<file path="src/rtl/aes_pkg.sv">
// aes_pkg: AES-128 key-schedule sizes, the Rcon table indexed by round and the expansion FSM state type.
package aes_pkg;
    localparam int AES_KEY_W = 128;
    localparam int AES_NR = 10;
    localparam int EXP_KEY_W = 1408;
    // Entry r is the Rcon used when stepping from round r down to round r-1.
    localparam logic [7:0] RCON_TAB [AES_NR+1] = '{
        8'h00, 8'h01, 8'h02, 8'h04, 8'h08, 8'h10, 8'h20, 8'h40, 8'h80, 8'h1b, 8'h36
    };
    typedef enum logic [1:0] {IDLE, EXPAND, DONE} state_e;
endpackage

</file>
<file path="src/rtl/aes_inv_key_expansion_if.sv">
// aes_inv_key_expansion_if: start/key request and expanded-schedule response bundle.
interface aes_inv_key_expansion_if;
    import aes_pkg::*;
    logic                 start_inv_exp;
    logic [AES_KEY_W-1:0] last_key;
    logic                 key_expanded;
    logic [EXP_KEY_W-1:0] exp_key;
    logic [AES_KEY_W-1:0] orig_key;
    modport master (output start_inv_exp, last_key, input key_expanded, exp_key, orig_key);
    modport slave (input start_inv_exp, last_key, output key_expanded, exp_key, orig_key);
endinterface

</file>
<file path="src/rtl/aes_sbox.sv">
// aes_sbox: combinational AES forward S-box lookup; entry 0 sits in the top byte of the table.
module aes_sbox (
    input  logic [7:0] in_i,
    output logic [7:0] out_o
);
    localparam logic [2047:0] SBOX = {
        128'h637c777bf26b6fc53001672bfed7ab76, 128'hca82c97dfa5947f0add4a2af9ca472c0,
        128'hb7fd9326363ff7cc34a5e5f171d83115, 128'h04c723c31896059a071280e2eb27b275,
        128'h09832c1a1b6e5aa0523bd6b329e32f84, 128'h53d100ed20fcb15b6acbbe394a4c58cf,
        128'hd0efaafb434d338545f9027f503c9fa8, 128'h51a3408f929d38f5bcb6da2110fff3d2,
        128'hcd0c13ec5f974417c4a77e3d645d1973, 128'h60814fdc222a908846eeb814de5e0bdb,
        128'he0323a0a4906245cc2d3ac629195e479, 128'he7c8376d8dd54ea96c56f4ea657aae08,
        128'hba78252e1ca6b4c6e8dd741f4bbd8b8a, 128'h703eb5664803f60e613557b986c11d9e,
        128'he1f8981169d98e949b1e87e9ce5528df, 128'h8ca1890dbfe6426841992d0fb054bb16
    };
    assign out_o = SBOX[{~in_i, 3'b000} +: 8];
endmodule

</file>
<file path="src/rtl/aes_inv_key_expansion.sv">
// aes_inv_key_expansion: rebuilds the AES-128 schedule backwards from the round-10 key.
// Define INV_KEY_EXP_SERIAL_SBOX_EN to time-share one S-box (4 cycles per round step).
module aes_inv_key_expansion
    import aes_pkg::*;
(
    input logic                    clk,
    input logic                    n_rst,
    aes_inv_key_expansion_if.slave bus
);
    state_e               state_q, state_d;
    logic [AES_KEY_W-1:0] work_q, work_d, orig_q, orig_d, step_key;
    logic [EXP_KEY_W-1:0] exp_q, exp_d;
    logic [3:0]           cnt_q, cnt_d;
    logic [7:0]           rcon_q, rcon_d;
    logic                 done_q, done_d;
    logic [31:0]          w0, w1, w2, w3, p3, rot, sub_word;
    logic [10:0]          slot_lsb;
    logic                 step_en, accept;

    assign {w0, w1, w2, w3} = work_q;
    assign p3 = w3 ^ w2;
    assign rot = {p3[23:0], p3[31:24]};
    assign step_key = {w0 ^ sub_word ^ {rcon_q, 24'h0}, w1 ^ w0, w2 ^ w1, p3};
    // Slot r-1 starts at bit 128*(11-r) for the current round r.
    assign slot_lsb = {4'd11 - cnt_q, 7'd0};
    assign accept = bus.start_inv_exp && (state_q != EXPAND);

`ifdef INV_KEY_EXP_SERIAL_SBOX_EN
    logic [1:0]  sub_q, sub_d;
    logic [31:0] temp_q, temp_d;
    logic [7:0]  sbox_out;

    aes_sbox u_sbox (.in_i(rot[{~sub_q, 3'b000} +: 8]), .out_o(sbox_out));

    always_comb begin
        temp_d = temp_q;
        temp_d[{~sub_q, 3'b000} +: 8] = sbox_out;
    end

    assign sub_d = sub_q + 2'd1;
    assign sub_word = temp_d;
    assign step_en = &sub_q;

    always_ff @(posedge clk) begin
        if (!n_rst || accept) begin
            sub_q <= '0;
            temp_q <= '0;
        end else if (state_q == EXPAND) begin
            sub_q <= sub_d;
            temp_q <= temp_d;
        end
    end
`else
    for (genvar i = 0; i < 4; i++) begin : g_sbox
        aes_sbox u_sbox (.in_i(rot[8*i +: 8]), .out_o(sub_word[8*i +: 8]));
    end
    assign step_en = 1'b1;
`endif

    always_comb begin
        state_d = state_q;
        work_d = work_q;
        exp_d = exp_q;
        orig_d = orig_q;
        cnt_d = cnt_q;
        rcon_d = rcon_q;
        done_d = done_q;
        if (accept) begin
            state_d = EXPAND;
            work_d = bus.last_key;
            exp_d = EXP_KEY_W'(bus.last_key);
            orig_d = '0;
            cnt_d = 4'(AES_NR);
            rcon_d = RCON_TAB[AES_NR];
            done_d = 1'b0;
        end else if (state_q == EXPAND && step_en) begin
            work_d = step_key;
            exp_d[slot_lsb +: AES_KEY_W] = step_key;
            cnt_d = cnt_q - 4'd1;
            rcon_d = RCON_TAB[cnt_q - 4'd1];
            orig_d = (cnt_q == 4'd1) ? step_key : orig_q;
            done_d = (cnt_q == 4'd1);
            state_d = (cnt_q == 4'd1) ? DONE : EXPAND;
        end
    end

    always_ff @(posedge clk) begin
        if (!n_rst) begin
            state_q <= IDLE;
            work_q <= '0;
            exp_q <= '0;
            orig_q <= '0;
            cnt_q <= '0;
            rcon_q <= '0;
            done_q <= 1'b0;
        end else begin
            state_q <= state_d;
            work_q <= work_d;
            exp_q <= exp_d;
            orig_q <= orig_d;
            cnt_q <= cnt_d;
            rcon_q <= rcon_d;
            done_q <= done_d;
        end
    end

    assign bus.key_expanded = done_q;
    assign bus.exp_key = exp_q;
    assign bus.orig_key = orig_q;
endmodule
</file>
<file path="src/flat_wrapper.sv">
// flat-port wrapper written by rule: the top's interface ports become plain ports
module aes_inv_key_expansion_flat import aes_pkg::*;
  (clk, n_rst, bus_start_inv_exp, bus_last_key, bus_key_expanded, bus_exp_key, bus_orig_key);
  aes_inv_key_expansion_if bus_i ();
  input logic clk;
  input logic n_rst;
  input wire logic [$bits(bus_i.start_inv_exp)-1:0] bus_start_inv_exp;
  input wire logic [$bits(bus_i.last_key)-1:0] bus_last_key;
  output wire logic [$bits(bus_i.key_expanded)-1:0] bus_key_expanded;
  output wire logic [$bits(bus_i.exp_key)-1:0] bus_exp_key;
  output wire logic [$bits(bus_i.orig_key)-1:0] bus_orig_key;
  assign bus_i.start_inv_exp = bus_start_inv_exp;
  assign bus_i.last_key = bus_last_key;
  assign bus_key_expanded = bus_i.key_expanded;
  assign bus_exp_key = bus_i.exp_key;
  assign bus_orig_key = bus_i.orig_key;
  aes_inv_key_expansion u_core (.clk(clk), .n_rst(n_rst), .bus(bus_i));
endmodule
</file>
<file path="config.mk">
export PLATFORM = sky130hd
export DESIGN_NAME = aes_inv_key_expansion_flat
export DESIGN_NICKNAME = d
export VERILOG_FILES = /design/src/rtl/aes_pkg.sv /design/src/rtl/aes_inv_key_expansion_if.sv /design/src/rtl/aes_sbox.sv /design/src/rtl/aes_inv_key_expansion.sv /design/src/flat_wrapper.sv
export SDC_FILE = /design/constraint.sdc
export NUM_CORES = 2
export LEC_CHECK = 0
export BUFFER_PORTS_ARGS = -buffer_cell sky130_fd_sc_hd__buf_4
export CORE_AREA = 5 5 653 655
export CTS_BUF_LIST = sky130_fd_sc_hd__clkbuf_8
export DETAILED_ROUTE_END_ITERATION = 10
export DIE_AREA = 0 0 658 660
export GPL_ROUTABILITY_DRIVEN = 0
export PLACE_DENSITY_LB_ADDON = 0.05
export SLEW_MARGIN = 20
export SYNTH_ARGS = -nofsm -noshare
export SYNTH_HDL_FRONTEND = slang
export SYNTH_SLANG_ARGS = --single-unit
</file>
<file path="constraint.sdc">
create_clock -name clk -period 4.5 [get_ports clk]
set_input_delay 0.45 -clock clk [delete_from_list [all_inputs] [get_ports clk]]
set_output_delay 0.45 -clock clk [all_outputs]
set_load 0.03 [all_outputs]
</file>
## Word level (Yosys, flattened, before mapping)

Memory sizes are Yosys's and may differ from the RTL's.
Cells that the tools add are included.

- Mux-type cells: 14
- $add $sub $neg: 3
- Equal/unequal tests: 3
- $lt $le $gt $ge: 1
- Shifts and indexed selects: 6
- Bitwise logic cells: 11
- Reductions and logical operators: 4

Operator list:

| kind | count |
|---|---|
| 2048-bit by 12-bit variable part select with 8-bit output, first input constant | 4 |
| 1408-bit bitwise mux | 1 |
| 128-bit by 13-bit variable shift with 1408-bit output, first input constant | 1 |
| 128-bit by 13-bit variable part select with 1408-bit output | 1 |
| 128-bit two-way mux | 4 |
| 32-bit XOR | 5 |
| 8-bit NOT | 4 |
| 8-bit two-way mux | 2 |
| 11-bit negator with 13-bit output | 1 |
| 6-bit two-way mux | 2 |
| 4-bit two-way mux | 2 |
| 5-bit >= comparator, second input constant | 1 |
| 4-bit NOT with 5-bit output | 1 |
| 4-bit by 1-bit == test with 1-bit output, second input constant | 1 |
| 4-bit by 1-bit subtractor with 4-bit output, second input constant | 1 |
| 4-bit subtractor, first input constant | 1 |
| 2-bit by 1-bit == test with 1-bit output, second input constant | 1 |
| 1-bit two-way mux | 2 |
| 2-bit two-way mux | 1 |
| 2-bit by 1-bit inequality test with 1-bit output, second input constant | 1 |
| 2-bit AND reduction | 1 |
| 2-bit nonzero test | 1 |
| 2-bit OR reduction | 1 |
| 1-bit logical AND | 1 |
| 1-bit NOT | 1 |

- Input port bits: 131
- Memories kept: 1
- Output and inout bits: 1,537
- Flip-flop bits (word level): 1,679
- Memory bits (read-only): 128
- Logic and storage cells: 54

Memories:

| memory | words | bits a word | rd ports | clocked after Yosys merged registers in | wr ports | RTL line | RTL |
|---|---|---|---|---|---|---|---|
| (name not given) | 16 | 8 | 1 | 0 | 0 | aes_inv_key_expansion.sv:80 | `rcon_d = RCON_TAB[cnt_q - 4'd1];` |

## Logic depth before layout (Yosys ltp)

- Depth after elaboration: 9
- Gate-level depth with buffers: 18
- Mapped depth without buffers: 12

## Hierarchy

Synthesis repeated with hierarchy kept, for this count alone.

- Cell total of the unflattened synthesis: 9,173
- Area, all modules: 78,693.0 µm²

By module, submodules not included:

| module | cells an instance | area an instance (µm²) | times used | seq. area each (µm²) |
|---|---|---|---|---|
| aes_inv_key_expansion | 7,033 | 65,104.9 | 1 | 33,592.2 |
| aes_sbox | 535 | 3,397.0 | 4 | 0.0 |

## Worst setup path before layout

No wires, ideal clock.

- Path kind: register -> register
- Start point: register u_core.work_q[41]
- End point: register u_core.exp_q[1139] (netlist: u_core.bus.exp_key[1139])
- Arrival: 3,804 ps
- Slack: 574 ps
- Period minus slack after synthesis: 3,926 ps
- Stages on the path, launching flop included: 17
- Cell sequence: dfxtp_1 -> xnor2_1 -> clkbuf_1 -> clkbuf_1 -> buf_1 -> ha_1 -> clkbuf_1 -> nor2_1 -> nor4_1 -> a221oi_1 -> o2111ai_1 -> o311ai_1 -> or3_1 -> clkbuf_1 -> buf_2 -> and4_1 -> a311o_1

- Cells in the longest elaborated chain, start to end: 7

RTL lines:

| item | RTL line | RTL |
|---|---|---|
| start, declared | aes_inv_key_expansion.sv:11 | `logic [AES_KEY_W-1:0] work_q, work_d, orig_q, orig_d, step_key;` |
| start signal, assigned | aes_inv_key_expansion.sv:98 | `work_q <= work_d;` |
| 32-bit XOR | aes_inv_key_expansion.sv:21 | `assign p3 = w3 ^ w2;` |
| 8-bit NOT | aes_sbox.sv:16 | `assign out_o = SBOX[{~in_i, 3'b000} +: 8];` |
| 2048-bit by 12-bit variable part select with 8-bit output | aes_sbox.sv:16 |  |
| 32-bit XOR (2 in a row) | aes_inv_key_expansion.sv:23 | `assign step_key = {w0 ^ sub_word ^ {rcon_q, 24'h0}, w1 ^ w0, w2 ^ w1, p3};` |
| 128-bit by 13-bit variable part select with 1408-bit output * | aes_inv_key_expansion.sv:78 | `exp_d[slot_lsb +: AES_KEY_W] = step_key;` |
| 1408-bit bitwise mux * | aes_inv_key_expansion.sv:78 |  |
| end signal, assigned | aes_inv_key_expansion.sv:99 | `exp_q <= exp_d;` |
| end, declared | aes_inv_key_expansion.sv:12 | `logic [EXP_KEY_W-1:0] exp_q, exp_d;` |

Every way passes the cells marked *; elsewhere a longest branch is shown, timed or not.
A chain may end at the register's enable or synchronous reset.

## Worst setup path after layout

- Start point: register u_core.work_q[40]
- End point: register u_core.orig_q[112] (netlist: u_core.bus.orig_key[112])

- Cells in the longest elaborated chain, start to end: 5

RTL lines:

| item | RTL line | RTL |
|---|---|---|
| 32-bit XOR | aes_inv_key_expansion.sv:21 |  |
| 8-bit NOT | aes_sbox.sv:16 |  |
| 2048-bit by 12-bit variable part select with 8-bit output | aes_sbox.sv:16 |  |
| 32-bit XOR (2 in a row) | aes_inv_key_expansion.sv:23 |  |
| end signal, assigned | aes_inv_key_expansion.sv:100 | `orig_q <= orig_d;` |
| end, declared | aes_inv_key_expansion.sv:11 |  |

Every way passes these cells.

==> metrics.txt <==
number of nets still failing antenna checks after routing 0; Placeable Area around 420000 µm²; number of synthesized flops with an enable pin 0; Most Frequent Cell on Critical Path buf_4; cell at the root of the clock tree clkbuf_8; met3 demand-to-capacity share in global routing 0.0714; outcome completed; ys flop type dfxtp_1; die width about 660 µm; max_slew headroom 0.199; adder-cell share of the synthesized area 0.0111; final period demand of the worst path approximately 4.4 ns; number of sinks driven by the clock tree 1678; slowest cell on the critical path ha_1; post-synthesis to final-layout area growth 40.9%; fraction of synthesized cell area in xor and xnor cells 0.0218; kind of capture point of the worst setup path register; fin. max-slew vios 0; Bufs on Longest Clock Path 4; Final Power roughly 0.046 W; clk_lat worst skew between 1 and 1.5 ns; detailed-route DRC error count 0; number of antenna violations at the first check in global routing roughly 50; class of the tightest hold or removal check primary input to register; simple-gate share of the synthesized area 0.179; via count of the routed design slightly above 80000; mux share of post-synthesis cell area 0.0145; Clock Pin Slew Worst Setup and Hold Paths about 0.06 ns; category of the worst setup path launch point register; crit path buf inv count 4; fin area between 100000 and 150000 µm²; share of the synthesized area in compound gates (AO/OA/AOI/OAI) 0.259; TritonCTS clock tree yes; Final TNS setup 0 ns; kind of cell adding the most delay to the critical path buffers and inverters; Post-synth ARST share 0; leakage power of the design around 39 nW; GR met1 Demand/Resource 0.284; netlist area before placement approximately 74000 µm²; HPWL Detailed about 430000 µm; Worst Path Required 5.38 ns; starting density of the core 0.176; first-iteration detailed-routing DRC count roughly 7800; number of buffers inserted during clock tree synthesis around 350; syn_area_per_cell 8.00 µm²; overall die area roughly 430000 µm²; global router's overall resource usage 0.251; maximum number of pins on one net before global-route repair 181; grt total ovfl 0; share of synthesized area occupied by flip-flops and latches 0.456; DR pass1 iterations 7; Yosys reg bits 1678; peak fanout along the critical path 11; worst path cell trace xnor2_2, inv_2, buf_4, ha_1, nor2_1, or3_1, a311oi_1, a311oi_1, a21oi_1, buf_4, xor2_2, buf_4, o21ai_0; share of final-layout standard cells stronger than drive strength 1 0.263; Cell variety after synth 92; worst-case vdd ir drop roughly 0.00021 V; Max Clock Freq approximately 230 MHz; Max-cap violations 0; main combinational cell family by area after synthesis compound AO/OA/AOI/OAI gates; final number of setup-violating endpoints 0; Cell Pwr Density between 400 and 500 nW/µm²; average routed wire per standard cell approximately 35 µm; multi-input gate area in the final layout approximately 37000 µm²; IO Pins around 1700; count of fill cells added during filler insertion between 40000 and 50000; global routing met2 resource utilization 0.422; final period utilization 0.976; drt total wl approximately 580000 µm; most used routing layer in global routing met2; Cells after Synth between 9000 and 10000; total number of nets in the final design about 11000; wire length of the first global-routing pass 756000 µm; unrepaired setup endpoints after global routing no; Std-Cell Rows ~240; average via count per standard cell just under 5; height of the die roughly 660 µm; delay contributed by the slowest stage of the critical path around 0.54 ns; transition time of the tightest slew-check pin roughly 1.2 ns; number of H-tree levels 5; total nets after synthesis 9400; critical setup path kind register to register; Yosys warnings 0; final hold violation count 0; largest clock skew in the final design 0.0775 ns; DP Area 95200 µm²; Finished Layout Cells 16700; vias in the first global route 77900; number of port buffers between 1500 and 2000; Worst EP arrival around 5.3 ns; count of placed standard cells including taps 15900; Register Area approximately 34000 µm²
[final cells by class]
cell class | instances | area share
Multi-Input combinational cell | 6483 | 0.359
Inverter | 45 | 0.00173
Antenna cell | 18 | 0.000434
Tap cell | 5520 | 0.0666
Clock buffer | 444 | 0.0589
Clock inverter | 167 | 0.00877
Sequential cell | 1678 | 0.324
Timing Repair Buffer | 2306 | 0.181
[what timing repair did]
action	4_1_cts	5_1_grt
pin swaps	0	1
hold endpoints to repair	257	0
buffers inserted	0	1
setup endpoints to repair	4	46
resized for setup	1	12
hold buffers	137	0
[logic make-up (layout without fill, tap and decap cells)]
kind of cell | count (synthesis) | count (layout)
AOI/OAI and AO/OA | 3008 | 3008
adders and majority gates | 65 | 65
other | 0 | 18
muxes | 69 | 69
and+or+nand+nor | 3169 | 3169
xor gates and xnor gates | 172 | 172
DFF | 1678 | 1678
buffers and inverters | 1043 | 2962
[placed cells by master, fill, tap and decap left out, types with 37 or more instances in the layout]
cell           synthesis  routed
a211oi_1             633     633
a21oi_1              963     961
a221oi_1              37      37
a222oi_1              62      62
a22oi_1               50      50
a311oi_1              52      52
a31oi_1               69      69
buf_12                 1      87
buf_4                 22    2082
clkbuf_8               0     444
dfxtp_1             1678    1678
dlygate4sd3_1          0     137
ha_1                  65      59
inv_1                 34     156
nand2_1             1080    1072
nand3_1              200     200
nor2_1              1356    1347
nor3_1               343     343
nor3b_1               43      43
o211ai_1              57      57
o21ai_0              652     651
o22ai_1               48      48
o311ai_0              53      53
xnor2_2                8     104
[layer usage]
layer / up-vias / part of all wire
met4: 14 / 0.071
met5: - / 0.00014
met3: 909 / 0.081
li1: 36200 / -
met2: 3789 / 0.47
met1: 40100 / 0.38
[final timing paths]
| kind | start | to | slack, ns | cells past startpoint |
|---|---|---|---|---|
| worst max register to register | u_core.work_q[40] | u_core.bus.orig_key[112] | 0.11 | 13 |
| worst min-delay path | bus_last_key[78] | u_core.work_q[78] | 0.20 | 4 |
| worst min register to register | u_core.bus.exp_key[483] | u_core.bus.exp_key[483] | 0.45 | 2 |
| worst max-delay path | u_core.work_q[40] | u_core.bus.orig_key[112] | 0.11 | 13 |
[state kept, by name, summed over array words and instances (netlist names)]
register / cells
u_core.bus.exp_key: 1408
u_core.bus.orig_key: 128
u_core.work_q: 128
u_core.rcon_q: 8
u_core.cnt_q: 4
u_core.bus.key_expanded: 1
u_core.state_q: 1
[tightest hold or removal path, stage by stage]
cell,delay (ns)
dlygate4sd3_1,0.52
buf_4,0.12
a222oi_1,0.06
nor2_1,0.08
[power by group]
group | internal (W) | leakage, nW | total, W | switching, W
Combinational | 0.00385 | 21.4 | 0.0139 | 0.0100
Clock | 0.00901 | 4.06 | 0.0168 | 0.00776
Sequential | 0.0151 | 13.6 | 0.0156 | 0.000435
[synthesized netlist by cell type, types with 25 or more instances]
library cell / count / area (µm²)
o21ai_1: 32 / 160
o21ai_0: 652 / 3260
o31ai_1: 25 / 188
buf_1: 61 / 229
o22ai_1: 48 / 300
inv_1: 34 / 128
o221ai_1: 36 / 315
dfxtp_1: 1678 / 33600
a22o_1: 27 / 236
nand2_1: 1080 / 4050
mux4_2: 29 / 653
nand3_1: 200 / 1000
a21oi_1: 963 / 4820
a311oi_1: 52 / 455
nor3b_1: 43 / 323
xor2_1: 31 / 272
a221oi_1: 37 / 324
a222oi_1: 62 / 621
or3_1: 32 / 200
o211ai_1: 57 / 428
nor2_1: 1356 / 5090
mux2i_1: 27 / 270
buf_2: 114 / 571
ha_1: 65 / 813
nor3_1: 343 / 1720
a22oi_1: 50 / 375
o311ai_0: 53 / 464
a31oi_1: 69 / 432
xnor2_1: 129 / 1130
a211oi_1: 633 / 4750
clkbuf_1: 781 / 2930
[metrics by stage]
step | util | setup WS, ns | hold slack (ns)
4_1_cts | 0.247 | 0.0302 | 0.0425
3_3_place_gp | 0.227 | 0.0477 | 0.436
3_5_place_dp | 0.227 | -0.0598 | 0.442
2_1_floorplan | - | 0.574 | 0.443
6_report | 0.247 | 0.108 | 0.199
5_1_grt | 0.247 | 0.00678 | 0.140
Power figures use the tool's default switching activity.
